--- src/rtl/jk_ctrl_pkg.sv ---
// Shared constants for the JK counter controller and its cell bank.
// Optional interrupt flag is enabled by defining JK_CTRL_IRQ_EN.
package jk_ctrl_pkg;

    localparam logic [1:0] OP_STOP = 2'b00;
    localparam logic [1:0] OP_LOAD = 2'b01;
    localparam logic [1:0] OP_UP   = 2'b10;
    localparam logic [1:0] OP_DOWN = 2'b11;

    localparam logic [1:0] IDLE = 2'd0;
    localparam logic [1:0] LOAD = 2'd1;
    localparam logic [1:0] UP   = 2'd2;
    localparam logic [1:0] DOWN = 2'd3;

    localparam logic [1:0] JK_HOLD   = 2'b00;
    localparam logic [1:0] JK_RESET  = 2'b01;
    localparam logic [1:0] JK_SET    = 2'b10;
    localparam logic [1:0] JK_TOGGLE = 2'b11;

endpackage

--- src/rtl/jk_cell.sv ---
// Single JK flip-flop cell: 00 hold, 01 reset, 10 set, 11 toggle.
// Asynchronous active-high reset clears q.
module jk_cell
    import jk_ctrl_pkg::*;
(
    input  logic clk,
    input  logic rst,
    input  logic j,
    input  logic k,
    output logic q,
    output logic qn
);

    logic q_q;

    // JK state update
    always_ff @(posedge clk or posedge rst) begin
        if (rst) begin
            q_q <= 1'b0;
        end else begin
            unique case ({j, k})
                JK_HOLD:   q_q <= q_q;
                JK_RESET:  q_q <= 1'b0;
                JK_SET:    q_q <= 1'b1;
                JK_TOGGLE: q_q <= ~q_q;
            endcase
        end
    end

    assign q  = q_q;
    assign qn = ~q_q;

endmodule

--- src/rtl/jk_counter_ctrl.sv ---
// Command sequencer driving a bank of JK cells as a loadable up/down counter.
// Define JK_CTRL_IRQ_EN to add the sticky irq flag and its irq_clr input.
module jk_counter_ctrl
    import jk_ctrl_pkg::*;
#(
    parameter int WIDTH = 4
) (
    input  logic             clk,
    input  logic             rst,
    input  logic             cmd_valid,
    output logic             cmd_ready,
    input  logic [1:0]       cmd_op,
    input  logic [WIDTH-1:0] cmd_data,
    output logic [WIDTH-1:0] count,
    output logic             busy,
    output logic             tc
`ifdef JK_CTRL_IRQ_EN
    ,
    input  logic             irq_clr,
    output logic             irq
`endif
);

    logic [1:0]       state_q, state_d;
    // Holds LIM while counting and the load value while in LOAD; a RUN
    // always recaptures it, so sharing one register is invisible outside.
    logic [WIDTH-1:0] lim_q, lim_d;
    logic             tc_q;
    logic             accept;
    logic             wrap;
    logic [WIDTH-1:0] step_nxt;
    logic [WIDTH-1:0] step_mask;
    logic [WIDTH-1:0] cell_j;
    logic [WIDTH-1:0] cell_k;
    logic [WIDTH-1:0] unused_qn;

    assign cmd_ready = (state_q != LOAD);
    assign busy      = (state_q == UP) || (state_q == DOWN);
    assign accept    = cmd_valid & cmd_ready;
    assign tc        = tc_q;

    // Next count value and wrap detection for the counting states
    always_comb begin
        wrap     = 1'b0;
        step_nxt = count;
        unique case (state_q)
            UP: begin
                wrap     = (count >= lim_q);
                step_nxt = wrap ? '0 : count + 1'b1;
            end
            DOWN: begin
                wrap     = (count == '0);
                step_nxt = wrap ? lim_q : count - 1'b1;
            end
            default: ;
        endcase
    end

    assign step_mask = count ^ step_nxt;

    // Per-cell J/K drive: SET/RESET to load, TOGGLE changed bits when counting
    always_comb begin
        logic [1:0] jk;
        cell_j = '0;
        cell_k = '0;
        for (int i = 0; i < WIDTH; i++) begin
            unique case (state_q)
                LOAD:     jk = lim_q[i] ? JK_SET : JK_RESET;
                UP, DOWN: jk = step_mask[i] ? JK_TOGGLE : JK_HOLD;
                default:  jk = JK_HOLD;
            endcase
            cell_j[i] = jk[1];
            cell_k[i] = jk[0];
        end
    end

    // Command decode and state transitions
    always_comb begin
        state_d = state_q;
        lim_d   = lim_q;
        if (state_q == LOAD) begin
            state_d = IDLE;
        end else if (accept) begin
            unique case (cmd_op)
                OP_STOP: state_d = IDLE;
                OP_LOAD: begin
                    if (state_q == IDLE) begin
                        state_d = LOAD;
                        lim_d   = cmd_data;
                    end
                end
                OP_UP: begin
                    state_d = UP;
                    lim_d   = cmd_data;
                end
                OP_DOWN: begin
                    state_d = DOWN;
                    lim_d   = cmd_data;
                end
            endcase
        end
    end

    // Controller registers
    always_ff @(posedge clk or posedge rst) begin
        if (rst) begin
            state_q <= IDLE;
            lim_q   <= '0;
            tc_q    <= 1'b0;
        end else begin
            state_q <= state_d;
            lim_q   <= lim_d;
            tc_q    <= wrap;
        end
    end

`ifdef JK_CTRL_IRQ_EN
    logic irq_q, irq_d;

    // Sticky flag: a wrap sets it even when a clear arrives together
    always_comb begin
        irq_d = irq_q;
        if (wrap)
            irq_d = 1'b1;
        else if (irq_clr)
            irq_d = 1'b0;
    end

    // Interrupt flag register
    always_ff @(posedge clk or posedge rst) begin
        if (rst)
            irq_q <= 1'b0;
        else
            irq_q <= irq_d;
    end

    assign irq = irq_q;
`endif

    for (genvar i = 0; i < WIDTH; i++) begin : g_cell
        jk_cell u_cell (
            .clk (clk),
            .rst (rst),
            .j   (cell_j[i]),
            .k   (cell_k[i]),
            .q   (count[i]),
            .qn  (unused_qn[i])
        );
    end

endmodule

--- config.mk ---
export PLATFORM = sky130hd
export DESIGN_NAME = jk_counter_ctrl
export DESIGN_NICKNAME = d
export VERILOG_FILES = /design/src/rtl/jk_ctrl_pkg.sv /design/src/rtl/jk_cell.sv /design/src/rtl/jk_counter_ctrl.sv
export SDC_FILE = /design/constraint.sdc
export NUM_CORES = 1
export LEC_CHECK = 0
export CAP_MARGIN = 10
export CORE_MARGIN = 3
export CORE_UTILIZATION = 50
export CTS_BUF_LIST = sky130_fd_sc_hd__clkbuf_16
export DETAILED_ROUTE_END_ITERATION = 8
export PLACE_DENSITY = 0.73
export SYNTH_ARGS = -nofsm -noshare
export SYNTH_HDL_FRONTEND = slang
export SYNTH_HIERARCHICAL = 1
export SYNTH_SLANG_ARGS = --single-unit
--- constraint.sdc ---
create_clock -name clk -period 5.2 [get_ports clk]
set_input_delay 1.04 -clock clk [delete_from_list [all_inputs] [get_ports clk]]
set_output_delay 1.04 -clock clk [all_outputs]
set_load 0.01 [all_outputs]
## Word level (Yosys, flattened, before mapping)

Index checks and enable logic that the tools add are counted.
W data, S select, Z words.

- Mux-type cells: 26
- Reductions and logical operators: 14
- $add $sub $neg: 2
- Equal/unequal tests: 21
- Bitwise operators: 7
- Magnitude comparators: 1

Operator list:

| kind | number |
|---|---|
| $eq A2 B2 Y1 const B | 12 |
| $mux W2 | 11 |
| $pmux W2 S2 | 4 |
| $pmux W4 S2 | 2 |
| $eq A2 B1 Y1 const B | 6 |
| $logic_not A2 Y1 | 6 |
| $mux W4 | 3 |
| $pmux W1 S3 | 4 |
| $pmux W2 S4 | 1 |
| $not A1 Y1 | 5 |
| $add A4 B1 Y4 const B | 1 |
| $ge A4 B4 Y1 | 1 |
| $logic_not A4 Y1 | 1 |
| $reduce_and A4 Y1 | 1 |
| $reduce_bool A2 Y1 | 2 |
| $reduce_or A2 Y1 | 2 |
| $sub A4 B1 Y4 const B | 1 |
| $xor A4 B4 Y4 | 1 |
| $ne A3 B3 Y1 const B | 1 |
| $ne A2 B1 Y1 const B | 1 |
| $ne A2 B2 Y1 const B | 1 |
| $pmux W1 S2 | 1 |
| $reduce_and A2 Y1 | 1 |
| $and A1 B1 Y1 | 1 |
| $logic_or A1 B1 Y1 | 1 |

- Output and inout port bits: 7
- Bits in registers: 11
- Input port bits: 9

## Longest topological paths before layout

Gate-level depths: netlist of the first run.

- Depth after elaboration: 8
- Gate-level depth with buffers: 8
- Gate-level depth less buffers: 8

## Modules after synthesis

Netlist of the first run, hierarchy kept.

Modules (own cells, without submodules):

| module | cells each | area each (um^2) | times used |
|---|---|---|---|
| jk_counter_ctrl | 89 | 739.5 | 1 |
| jk_cell | 5 | 41.3 | 4 |

## Worst setup path before layout of the first run

No wires, ideal clock.

- Path type: register to register
- Start point: register g_cell[0].u_cell.q_q
- End point: register g_cell[1].u_cell.q_q
- Required time: 5.063 ns
- Clock period less this slack: 1.963 ns
- Stages on the path, launching flop included: 9
- Path slack: 3.237 ns
- Data arrival time: 1.826 ns
- Buffers on the path: 0
- Path through: dfrtp_1 inv_1 ha_1 nor3b_1 o21a_1 a221o_1 o221ai_1 nor2_1 a21oi_1

- Longest elaborated chain between the ends: 8
- Elaborated cells on any way between the ends: 15
- Classes of those cells: 2 x add/sub; 1 x order compare; 3 x eq/ne; 6 x mux; 1 x bitwise; 2 x reduce/logical

RTL lines:

| what | RTL line | source |
|---|---|---|
| from (decl) | jk_cell.sv:14 | `logic q_q;` |
| from (signal assigned) | jk_cell.sv:22 | `JK_HOLD: q_q <= q_q;` |
| from (signal assigned) | jk_cell.sv:25 | `JK_TOGGLE: q_q <= ~q_q;` |
| $sub A4 B1 Y4, or another cell as far along | jk_counter_ctrl.sv:53 | `step_nxt = wrap ? lim_q : count - 1'b1;` |
| $mux W4, on equally long branches | jk_counter_ctrl.sv:53, jk_counter_ctrl.sv:49 |  |
| $pmux W4 S2 * | jk_counter_ctrl.sv:46 | `unique case (state_q)` |
| $xor A4 B4 Y4 * | jk_counter_ctrl.sv:59 | `assign step_mask = count ^ step_nxt;` |
| $mux W2 * | jk_counter_ctrl.sv:69 | `UP, DOWN: jk = step_mask[i] ? JK_TOGGLE : JK_HOLD;` |
| $pmux W2 S2 * | jk_counter_ctrl.sv:67 | `unique case (state_q)` |
| named net cell_j[1] | jk_counter_ctrl.sv:33 | `logic [WIDTH-1:0] cell_j;` |
| $eq A2 B2 Y1 or $eq A2 B1 Y1 (tied branches) | jk_cell.sv:21 | `unique case ({j, k})` |
| $pmux W1 S3 | jk_cell.sv:21 |  |
| to (signal assigned) | jk_cell.sv:22 |  |
| to (signal assigned) | jk_cell.sv:25 |  |
| to (decl) | jk_cell.sv:14 |  |

Mark *: on every way through the listed nets, which the timed path passes. The rest lies on a longest branch.
A chain may end at the register's enable or synchronous reset.

## Final worst setup path of the first run

- Start point: register state_q[0]
- End point: output port cmd_ready

- Longest elaborated chain between the ends: 1

RTL lines:

| what | RTL line | source |
|---|---|---|
| from (decl) | jk_counter_ctrl.sv:24 | `logic [1:0] state_q, state_d;` |
| from (signal assigned) | jk_counter_ctrl.sv:111 | `state_q <= state_d;` |
| $ne A2 B1 Y1 | jk_counter_ctrl.sv:37 | `assign cmd_ready = (state_q != LOAD);` |
| to (decl) | jk_counter_ctrl.sv:11 | `output logic cmd_ready,` |

No other way between the ends.

==> impl_results.html, run 1 <==
<table>
<tr><th>Metric</th><th>Value</th></tr>
<tr><th colspan="2">Status</th></tr>
<tr><td>Outcome</td><td>finished clean</td></tr>
<tr><th colspan="2">Power</th></tr>
<tr><td>Leakage power</td><td>0.521 nW</td></tr>
<tr><td>Peak supply drop</td><td>444 uV</td></tr>
<tr><td>Cell area power density</td><td>621 nW/um2</td></tr>
<tr><th colspan="2">Min path</th></tr>
<tr><td>Count of cells along the worst hold path</td><td>1</td></tr>
<tr><td>Type of the worst min-delay path</td><td>register to register</td></tr>
<tr><th colspan="2">Global route</th></tr>
<tr><td>Global-route wire length before repair</td><td>3340 um</td></tr>
<tr><td>Grt ovf</td><td>0</td></tr>
<tr><td>Total routing usage reported by global routing</td><td>20.7%</td></tr>
<tr><td>Maximum number of pins on one net before global-route repair</td><td>13</td></tr>
<tr><td>Vias in the first global route</td><td>780</td></tr>
<tr><td>Number of antenna violations at the first check in global routing</td><td>0</td></tr>
<tr><th colspan="2">Placement</th></tr>
<tr><td>Port Buf Inserts</td><td>15</td></tr>
<tr><td>Instance area at placement</td><td>1040 um2</td></tr>
<tr><td>GP Congestion</td><td>0.900</td></tr>
<tr><td>Placed wire-length estimate</td><td>1520 um</td></tr>
<tr><th colspan="2">Floorplan</th></tr>
<tr><td>Die Wd</td><td>48.2 um</td></tr>
<tr><td>Core area</td><td>1590 um2</td></tr>
<tr><td>Initial core utilization</td><td>55.8%</td></tr>
<tr><td>Area enclosed by the die boundary</td><td>2320 um2</td></tr>
<tr><td>Rows</td><td>14</td></tr>
<tr><td>Die extent in y</td><td>48.2 um</td></tr>
<tr><td>IO Pins</td><td>16</td></tr>
<tr><th colspan="2">CTS</th></tr>
<tr><td>Cell at the root of the clock tree</td><td>clkbuf_16</td></tr>
<tr><td>Clock network latency to the later pin of the worst-skew pair</td><td>0.24 ns</td></tr>
<tr><td>Buffers from clock root to sink, at most</td><td>2</td></tr>
<tr><td>CTS tree</td><td>done</td></tr>
<tr><td>Clock edge transition at the registers on the reported setup and hold paths</td><td>0.04 ns</td></tr>
<tr><td>Number of levels in the clock H-tree</td><td>1</td></tr>
<tr><td>Post-CTS Hold Fix Bufs</td><td>0</td></tr>
<tr><td>Number of resized instances in the post-cts repair step</td><td>0</td></tr>
<tr><td>Setup fix buffers added after clock tree synthesis</td><td>0</td></tr>
<tr><td>Number of clock buffers inserted by TritonCTS</td><td>3</td></tr>
<tr><td>Sinks on Clock Net</td><td>11</td></tr>
<tr><th colspan="2">STA</th></tr>
<tr><td>Final setup violation count</td><td>0</td></tr>
<tr><td>Skew final</td><td>0.00133 ns</td></tr>
<tr><td>Ratio of final minimum period to clock period</td><td>54.9%</td></tr>
<tr><td>Setup repair after global routing missed its margin</td><td>no</td></tr>
<tr><td>Worst slew slack as a fraction of its limit</td><td>72.0%</td></tr>
<tr><td>Max Fclk</td><td>0.350 GHz</td></tr>
<tr><td>Post-route setup TNS</td><td>0 ns</td></tr>
<tr><td>Max-slew violation count</td><td>0</td></tr>
<tr><td>Hold violation count in the final report</td><td>0</td></tr>
<tr><td>Min Clock Period, post-route</td><td>2.86 ns</td></tr>
<tr><td>Slew @ Worst Pin</td><td>0.421 ns</td></tr>
<tr><th colspan="2">Setup path</th></tr>
<tr><td>Arrival @ worst endpoint</td><td>1.82 ns</td></tr>
<tr><td>Critical-path maximum fanout</td><td>10</td></tr>
<tr><td>Gate family responsible for the most delay along the worst path</td><td>buffers and inverters</td></tr>
<tr><td>Cells traversed along the worst timing path</td><td>inv_2 -&gt; nor2_1 -&gt; inv_1 -&gt; clkdlybuf4s50_1</td></tr>
<tr><td>Critical Path End Type</td><td>output pin</td></tr>
<tr><td>Depth of the worst register-to-register path</td><td>8</td></tr>
<tr><td>Category of the most critical setup path</td><td>register to output pin</td></tr>
<tr><td>Peak per-stage delay on the critical path</td><td>0.51 ns</td></tr>
<tr><td>Kind of start point of the critical path</td><td>register</td></tr>
<tr><td>Cell with the largest stage delay on the worst path</td><td>dfrtp_1</td></tr>
<tr><td>Number of cells on the critical path</td><td>4</td></tr>
<tr><td>Data required time at the worst endpoint</td><td>4.16 ns</td></tr>
<tr><td>WP buf/inv</td><td>3</td></tr>
<tr><th colspan="2">Final layout</th></tr>
<tr><td>Post-route cell area</td><td>1120 um2</td></tr>
<tr><td>Layout filler cell count</td><td>122</td></tr>
<tr><td>Most frequent standard cell in the layout excluding fill and tap cells</td><td>clkdlybuf4s50_1</td></tr>
<tr><td>Syn-to-layout area delta</td><td>26.2%</td></tr>
<tr><td>Ratio of cells with drive above 1 in the final layout</td><td>9.17%</td></tr>
<tr><td>Net total in the final layout</td><td>136</td></tr>
<tr><td>Antenna diode instance count</td><td>0</td></tr>
<tr><td>Most frequent cells in the layout</td><td>15 x clkdlybuf4s50_1, 14 x inv_1, 12 x a21oi_1, 11 x dfrtp_1, 10 x nor2_1</td></tr>
<tr><th colspan="2">Route</th></tr>
<tr><td>Detail-routed via count per cell</td><td>5.65</td></tr>
<tr><td>Aggregate routed wire length</td><td>1960 um</td></tr>
<tr><td>Routed WL per cell</td><td>13.6 um</td></tr>
<tr><td>Remaining number of nets flagged by the antenna check after routing</td><td>0</td></tr>
<tr><td>Detailed Routing Iterations Pass 1</td><td>4</td></tr>
<tr><td>Number of remaining DRC errors</td><td>0</td></tr>
<tr><td>Drt initial violations</td><td>19</td></tr>
<tr><td>Via count</td><td>814</td></tr>
<tr><th colspan="2">Yosys</th></tr>
<tr><td>Nets in the synthesized netlist</td><td>120</td></tr>
<tr><td>Synth Cell Area</td><td>890 um2</td></tr>
<tr><td>Synth warn</td><td>6</td></tr>
<tr><td>Synthesized netlist cell count</td><td>105</td></tr>
<tr><td>Average cell area after synthesis</td><td>8.47 um2</td></tr>
<tr><th colspan="2">Job</th></tr>
<tr><td>Total of max-cap violations</td><td>0</td></tr>
</table>
==> power by group <==
| group | leakage (nW) | internal, W | switching (W) | total (W) |
|---|---|---|---|---|
| logic | 0.349 | 0.000179 | 0.000180 | 0.000359 |
| clock network | 0.0423 | 0.000101 | 0.0000361 | 0.000137 |
| registers | 0.130 | 0.000121 | 0.0000798 | 0.000201 |
==> final cells by class <==
class | count | area (um2) | area share (%)
Multi-Input combinational cell | 76 | 536 | 47.7
Sequential cell | 11 | 275 | 24.5
Timing Repair Buffer | 15 | 150 | 13.4
Clock buffer | 3 | 75.1 | 6.69
Inverter | 14 | 52.6 | 4.68
Tap cell | 24 | 30.0 | 2.68
Clock inverter | 1 | 3.75 | 0.334
==> through the flow <==
stage	cells	worst slack (ns)	total power, W	hold slack, ns	util, %
2_1_floorplan	105	3.26	0.000450	0.502	-
3_3_place_gp	140	2.65	0.000552	0.515	65.5
3_5_place_dp	140	2.63	0.000561	0.554	65.5
4_1_cts	144	2.36	0.000700	0.563	70.4
5_1_grt	144	2.22	0.000766	0.580	70.4
6_report	144	2.34	0.000697	0.558	70.4
==> path summary, 6_finish.rpt <==
kind                                                 from                             end  slack, ns
setup / recovery                   state_q[0]$_DFFE_PP0P_                       cmd_ready       2.34
hold / removal                       lim_q[1]$_DFFE_PP0P_            lim_q[1]$_DFFE_PP0P_       0.56
hold reg to reg                      lim_q[1]$_DFFE_PP0P_            lim_q[1]$_DFFE_PP0P_       0.56
max in group asynchronous                             rst                    tc$_DFF_PP0_       3.83
min in group asynchronous                             rst  g_cell[1].u_cell/q$_DFFE_PP0P_       1.05
setup reg to reg           g_cell[0].u_cell/q$_DFFE_PP0P_  g_cell[0].u_cell/q$_DFFE_PP0P_       3.01
==> routing by layer <==
metal  routed length [um]  share of wire (%)  vias up  global-route usage [%]
li1                     -                  -      405                       -
met1                  884                 45      378                    27.5
met2                  947                 48       27                    32.6
met3                  106                5.4        4                    2.95
met4                   23                1.2        0                    10.2
met5                    0                  0        -                       0
==> state kept, by name (all words and copies together), names as in the netlist <==
signal / flops
tc: 1
g_cell.u_cell/q: 4
lim_q: 4
state_q: 2
No activity file was read; power rests on OpenSTA's default activity.
==> run 2, diff against run 1 <==
Settings changed: CORE_UTILIZATION 50 to 46, PLACE_DENSITY 0.73 to 0.71.
Clock period 5.2 ns to 2.4 ns, I/O delays scaled along.
==> run 2 against run 1 <==
Effect of this change: first-iteration DRC count grew 5.3%; cell count grew 2.1%; cell area grew 1.4%; highest routed layer unchanged; via count grew 5.2%; non-clock buffer count grew 2; global-route usage shrank 1.7 points; clock-buffer cell count is the same; register-to-register slack lost 2.8 ns; sequential share of layout area shrank 0.35 points.
==> impl_results.html, run 2 (synthesis results as in run 1) <==
<table>
<tr><th>Metric</th><th>Value</th></tr>
<tr><th colspan="2">Final layout</th></tr>
<tr><td>Syn-to-layout area delta</td><td>28.0% (was 26.2%)</td></tr>
<tr><td>Antenna diode instance count</td><td>0 (unchanged)</td></tr>
<tr><td>Net total in the final layout</td><td>138 (was 136)</td></tr>
<tr><td>Most frequent standard cell in the layout excluding fill and tap cells</td><td>clkdlybuf4s50_1 (unchanged)</td></tr>
<tr><td>Ratio of cells with drive above 1 in the final layout</td><td>10.7% (was 9.17%)</td></tr>
<tr><td>Most frequent cells in the layout</td><td>15 x clkdlybuf4s50_1, 14 x inv_1, 12 x a21oi_1, 11 x dfrtp_1, 10 x nor2_1 (unchanged)</td></tr>
<tr><td>Post-route cell area</td><td>1140 um2 (was 1120 um2)</td></tr>
<tr><th colspan="2">CTS</th></tr>
<tr><td>Number of clock buffers inserted by TritonCTS</td><td>3 (unchanged)</td></tr>
<tr><td>Buffers from clock root to sink, at most</td><td>2 (unchanged)</td></tr>
<tr><td>Number of resized instances in the post-cts repair step</td><td>0 (unchanged)</td></tr>
<tr><td>Clock network latency to the later pin of the worst-skew pair</td><td>0.24 ns (about the same)</td></tr>
<tr><td>Setup fix buffers added after clock tree synthesis</td><td>0 (unchanged)</td></tr>
<tr><td>CTS tree</td><td>done (unchanged)</td></tr>
<tr><td>Sinks on Clock Net</td><td>11 (unchanged)</td></tr>
<tr><td>Post-CTS Hold Fix Bufs</td><td>0 (unchanged)</td></tr>
<tr><td>Clock edge transition at the registers on the reported setup and hold paths</td><td>0.04 ns (about the same)</td></tr>
<tr><td>Number of levels in the clock H-tree</td><td>1 (unchanged)</td></tr>
<tr><td>Cell at the root of the clock tree</td><td>clkbuf_16 (unchanged)</td></tr>
<tr><th colspan="2">Global route</th></tr>
<tr><td>Global-route wire length before repair</td><td>3590 um (was 3340 um)</td></tr>
<tr><td>Total routing usage reported by global routing</td><td>19.0% (was 20.7%)</td></tr>
<tr><td>Number of antenna violations at the first check in global routing</td><td>0 (unchanged)</td></tr>
<tr><td>Vias in the first global route</td><td>866 (was 780)</td></tr>
<tr><td>Maximum number of pins on one net before global-route repair</td><td>13 (unchanged)</td></tr>
<tr><td>Grt ovf</td><td>0 (unchanged)</td></tr>
<tr><th colspan="2">Placement</th></tr>
<tr><td>Placed wire-length estimate</td><td>1550 um (was 1520 um)</td></tr>
<tr><td>Port Buf Inserts</td><td>15 (unchanged)</td></tr>
<tr><td>Post-Place Worst Slack</td><td>0.285 ns (was 2.63 ns)</td></tr>
<tr><td>Instance area at placement</td><td>1060 um2 (was 1040 um2)</td></tr>
<tr><td>GP Congestion</td><td>0.885 (was 0.900)</td></tr>
<tr><th colspan="2">Setup path</th></tr>
<tr><td>WP buf/inv</td><td>3 (unchanged)</td></tr>
<tr><td>Category of the most critical setup path</td><td>register to output pin (unchanged)</td></tr>
<tr><td>Critical-path maximum fanout</td><td>10 (unchanged)</td></tr>
<tr><td>Startpoint of the worst-slack reg-to-reg timing path</td><td>g_cell[0].u_cell/q$_DFFE_PP0P_ (unchanged)</td></tr>
<tr><td>Cell with the largest stage delay on the worst path</td><td>dfrtp_1 (unchanged)</td></tr>
<tr><td>Critical Path End Type</td><td>output pin (unchanged)</td></tr>
<tr><td>Endpoint of the most critical register-to-register path</td><td>g_cell[1].u_cell/q$_DFFE_PP0P_ (was g_cell[0].u_cell/q$_DFFE_PP0P_)</td></tr>
<tr><td>Depth of the worst register-to-register path</td><td>8 (unchanged)</td></tr>
<tr><td>Cells traversed along the worst timing path</td><td>inv_2 -&gt; nor2_1 -&gt; inv_1 -&gt; clkdlybuf4s50_1 (unchanged)</td></tr>
<tr><td>Data required time at the worst endpoint</td><td>1.92 ns (was 4.16 ns)</td></tr>
<tr><td>Number of cells on the critical path</td><td>4 (unchanged)</td></tr>
<tr><td>Peak per-stage delay on the critical path</td><td>0.53 ns (was 0.51 ns)</td></tr>
<tr><td>Arrival @ worst endpoint</td><td>1.75 ns (was 1.82 ns)</td></tr>
<tr><td>Worst R2R Setup Slack</td><td>0.25 ns (was 3.01 ns)</td></tr>
<tr><td>Kind of start point of the critical path</td><td>register (unchanged)</td></tr>
<tr><td>Gate family responsible for the most delay along the worst path</td><td>buffers and inverters (unchanged)</td></tr>
<tr><th colspan="2">Floorplan</th></tr>
<tr><td>Core area</td><td>1780 um2 (was 1590 um2)</td></tr>
<tr><td>Die extent in y</td><td>50.0 um (was 48.2 um)</td></tr>
<tr><td>Initial core utilization</td><td>49.9% (was 55.8%)</td></tr>
<tr><td>Rows</td><td>15 (was 14)</td></tr>
<tr><td>Die Wd</td><td>50.0 um (was 48.2 um)</td></tr>
<tr><td>Area enclosed by the die boundary</td><td>2500 um2 (was 2320 um2)</td></tr>
<tr><td>IO Pins</td><td>16 (unchanged)</td></tr>
<tr><th colspan="2">STA</th></tr>
<tr><td>Min Clock Period, post-route</td><td>2.23 ns</td></tr>
<tr><td>Skew final</td><td>0.00112 ns (was 0.00133 ns)</td></tr>
<tr><td>Max Fclk</td><td>0.448 GHz</td></tr>
<tr><td>Max-slew violation count</td><td>0 (unchanged)</td></tr>
<tr><td>Post-route setup TNS</td><td>0 ns (unchanged)</td></tr>
<tr><td>Final setup violation count</td><td>0 (unchanged)</td></tr>
<tr><td>Worst slew slack as a fraction of its limit</td><td>74.5% (was 72.0%)</td></tr>
<tr><td>Ratio of final minimum period to clock period</td><td>93.0%</td></tr>
<tr><td>Setup repair after global routing missed its margin</td><td>no (unchanged)</td></tr>
<tr><td>Hold violation count in the final report</td><td>0 (unchanged)</td></tr>
<tr><td>PnR worst setup slack</td><td>0.167 ns (was 2.34 ns)</td></tr>
<tr><td>Slew @ Worst Pin</td><td>0.383 ns (was 0.421 ns)</td></tr>
<tr><th colspan="2">Status</th></tr>
<tr><td>Outcome</td><td>finished clean (unchanged)</td></tr>
<tr><th colspan="2">Route</th></tr>
<tr><td>Via count</td><td>856 (was 814)</td></tr>
<tr><td>Number of remaining DRC errors</td><td>0 (unchanged)</td></tr>
<tr><td>Remaining number of nets flagged by the antenna check after routing</td><td>0 (unchanged)</td></tr>
<tr><td>Routed WL per cell</td><td>13.9 um (was 13.6 um)</td></tr>
<tr><td>Detailed Routing Iterations Pass 1</td><td>4 (unchanged)</td></tr>
<tr><td>Aggregate routed wire length</td><td>2040 um (was 1960 um)</td></tr>
<tr><td>Detail-routed via count per cell</td><td>5.82 (was 5.65)</td></tr>
<tr><td>Drt initial violations</td><td>20 (was 19)</td></tr>
<tr><th colspan="2">Job</th></tr>
<tr><td>Total of max-cap violations</td><td>0 (unchanged)</td></tr>
<tr><th colspan="2">Power</th></tr>
<tr><td>Leakage power</td><td>0.531 nW (was 0.521 nW)</td></tr>
<tr><td>Cell area power density</td><td>1350 nW/um2 (was 621 nW/um2)</td></tr>
<tr><td>Peak supply drop</td><td>726 uV (was 444 uV)</td></tr>
<tr><th colspan="2">Min path</th></tr>
<tr><td>Type of the worst min-delay path</td><td>primary input to asynchronous set/reset pin (was register to register)</td></tr>
</table>
-- run 2: cell count changes in the layout (fill, tap and decap cells not counted), sizes merged --
cell / change
buf: +2
-- run 2: how the worst max path moves through the flow --
stage	slack, ns	start	to
5_1_grt	0.03	g_cell[0].u_cell/q$_DFFE_PP0P_	g_cell[0].u_cell/q$_DFFE_PP0P_
6_report	0.17	state_q[0]$_DFFE_PP0P_	cmd_ready
2_1_floorplan	0.46	g_cell[0].u_cell/q$_DFFE_PP0P_	g_cell[1].u_cell/q$_DFFE_PP0P_
3_5_place_dp	0.28	g_cell[0].u_cell/q$_DFFE_PP0P_	g_cell[1].u_cell/q$_DFFE_PP0P_
3_3_place_gp	0.39	g_cell[0].u_cell/q$_DFFE_PP0P_	g_cell[1].u_cell/q$_DFFE_PP0P_
4_1_cts	0.19	state_q[0]$_DFFE_PP0P_	cmd_ready
-- run 2: where the power goes --
| part | switching (W) | internal (W) |
|---|---|---|
| Clock | 0.0000866 | 0.000219 |
| Sequential | 0.000153 | 0.000263 |
| Combinational | 0.000409 | 0.000402 |
| Total | 0.000648 | 0.000884 |
-- run 2: layout make-up --
cell class	count	area (um2)
Inverter	14	52.6
Fill cell	161	644
Tap cell	25	31.3
Sequential cell	11	275
Clock buffer	3	75.1
Timing Repair Buffer	17	165
Clock inverter	1	3.75
Multi-Input combinational cell	76	536
-- run 2: stage by stage --
stage               power [W]  util [%]  cells  hold slack, ns
floorplan            0.000975         -    105           0.209
global placement      0.00119      59.4    143           0.532
detailed placement    0.00122      59.4    143           0.536
CTS                   0.00153      63.9    147           0.548
global route          0.00167      63.9    147           0.561
finish                0.00153      63.9    147           0.549
-- run 2: per-layer routing --
layer / GRT usage, % / vias up / share of wire, %
met2: 29.5 / 35 / 46
met4: 13.8 / 0 / 4.6
met3: 4.23 / 10 / 5.9
met5: 0 / - / 0
li1: - / 413 / -
met1: 22.6 / 398 / 43
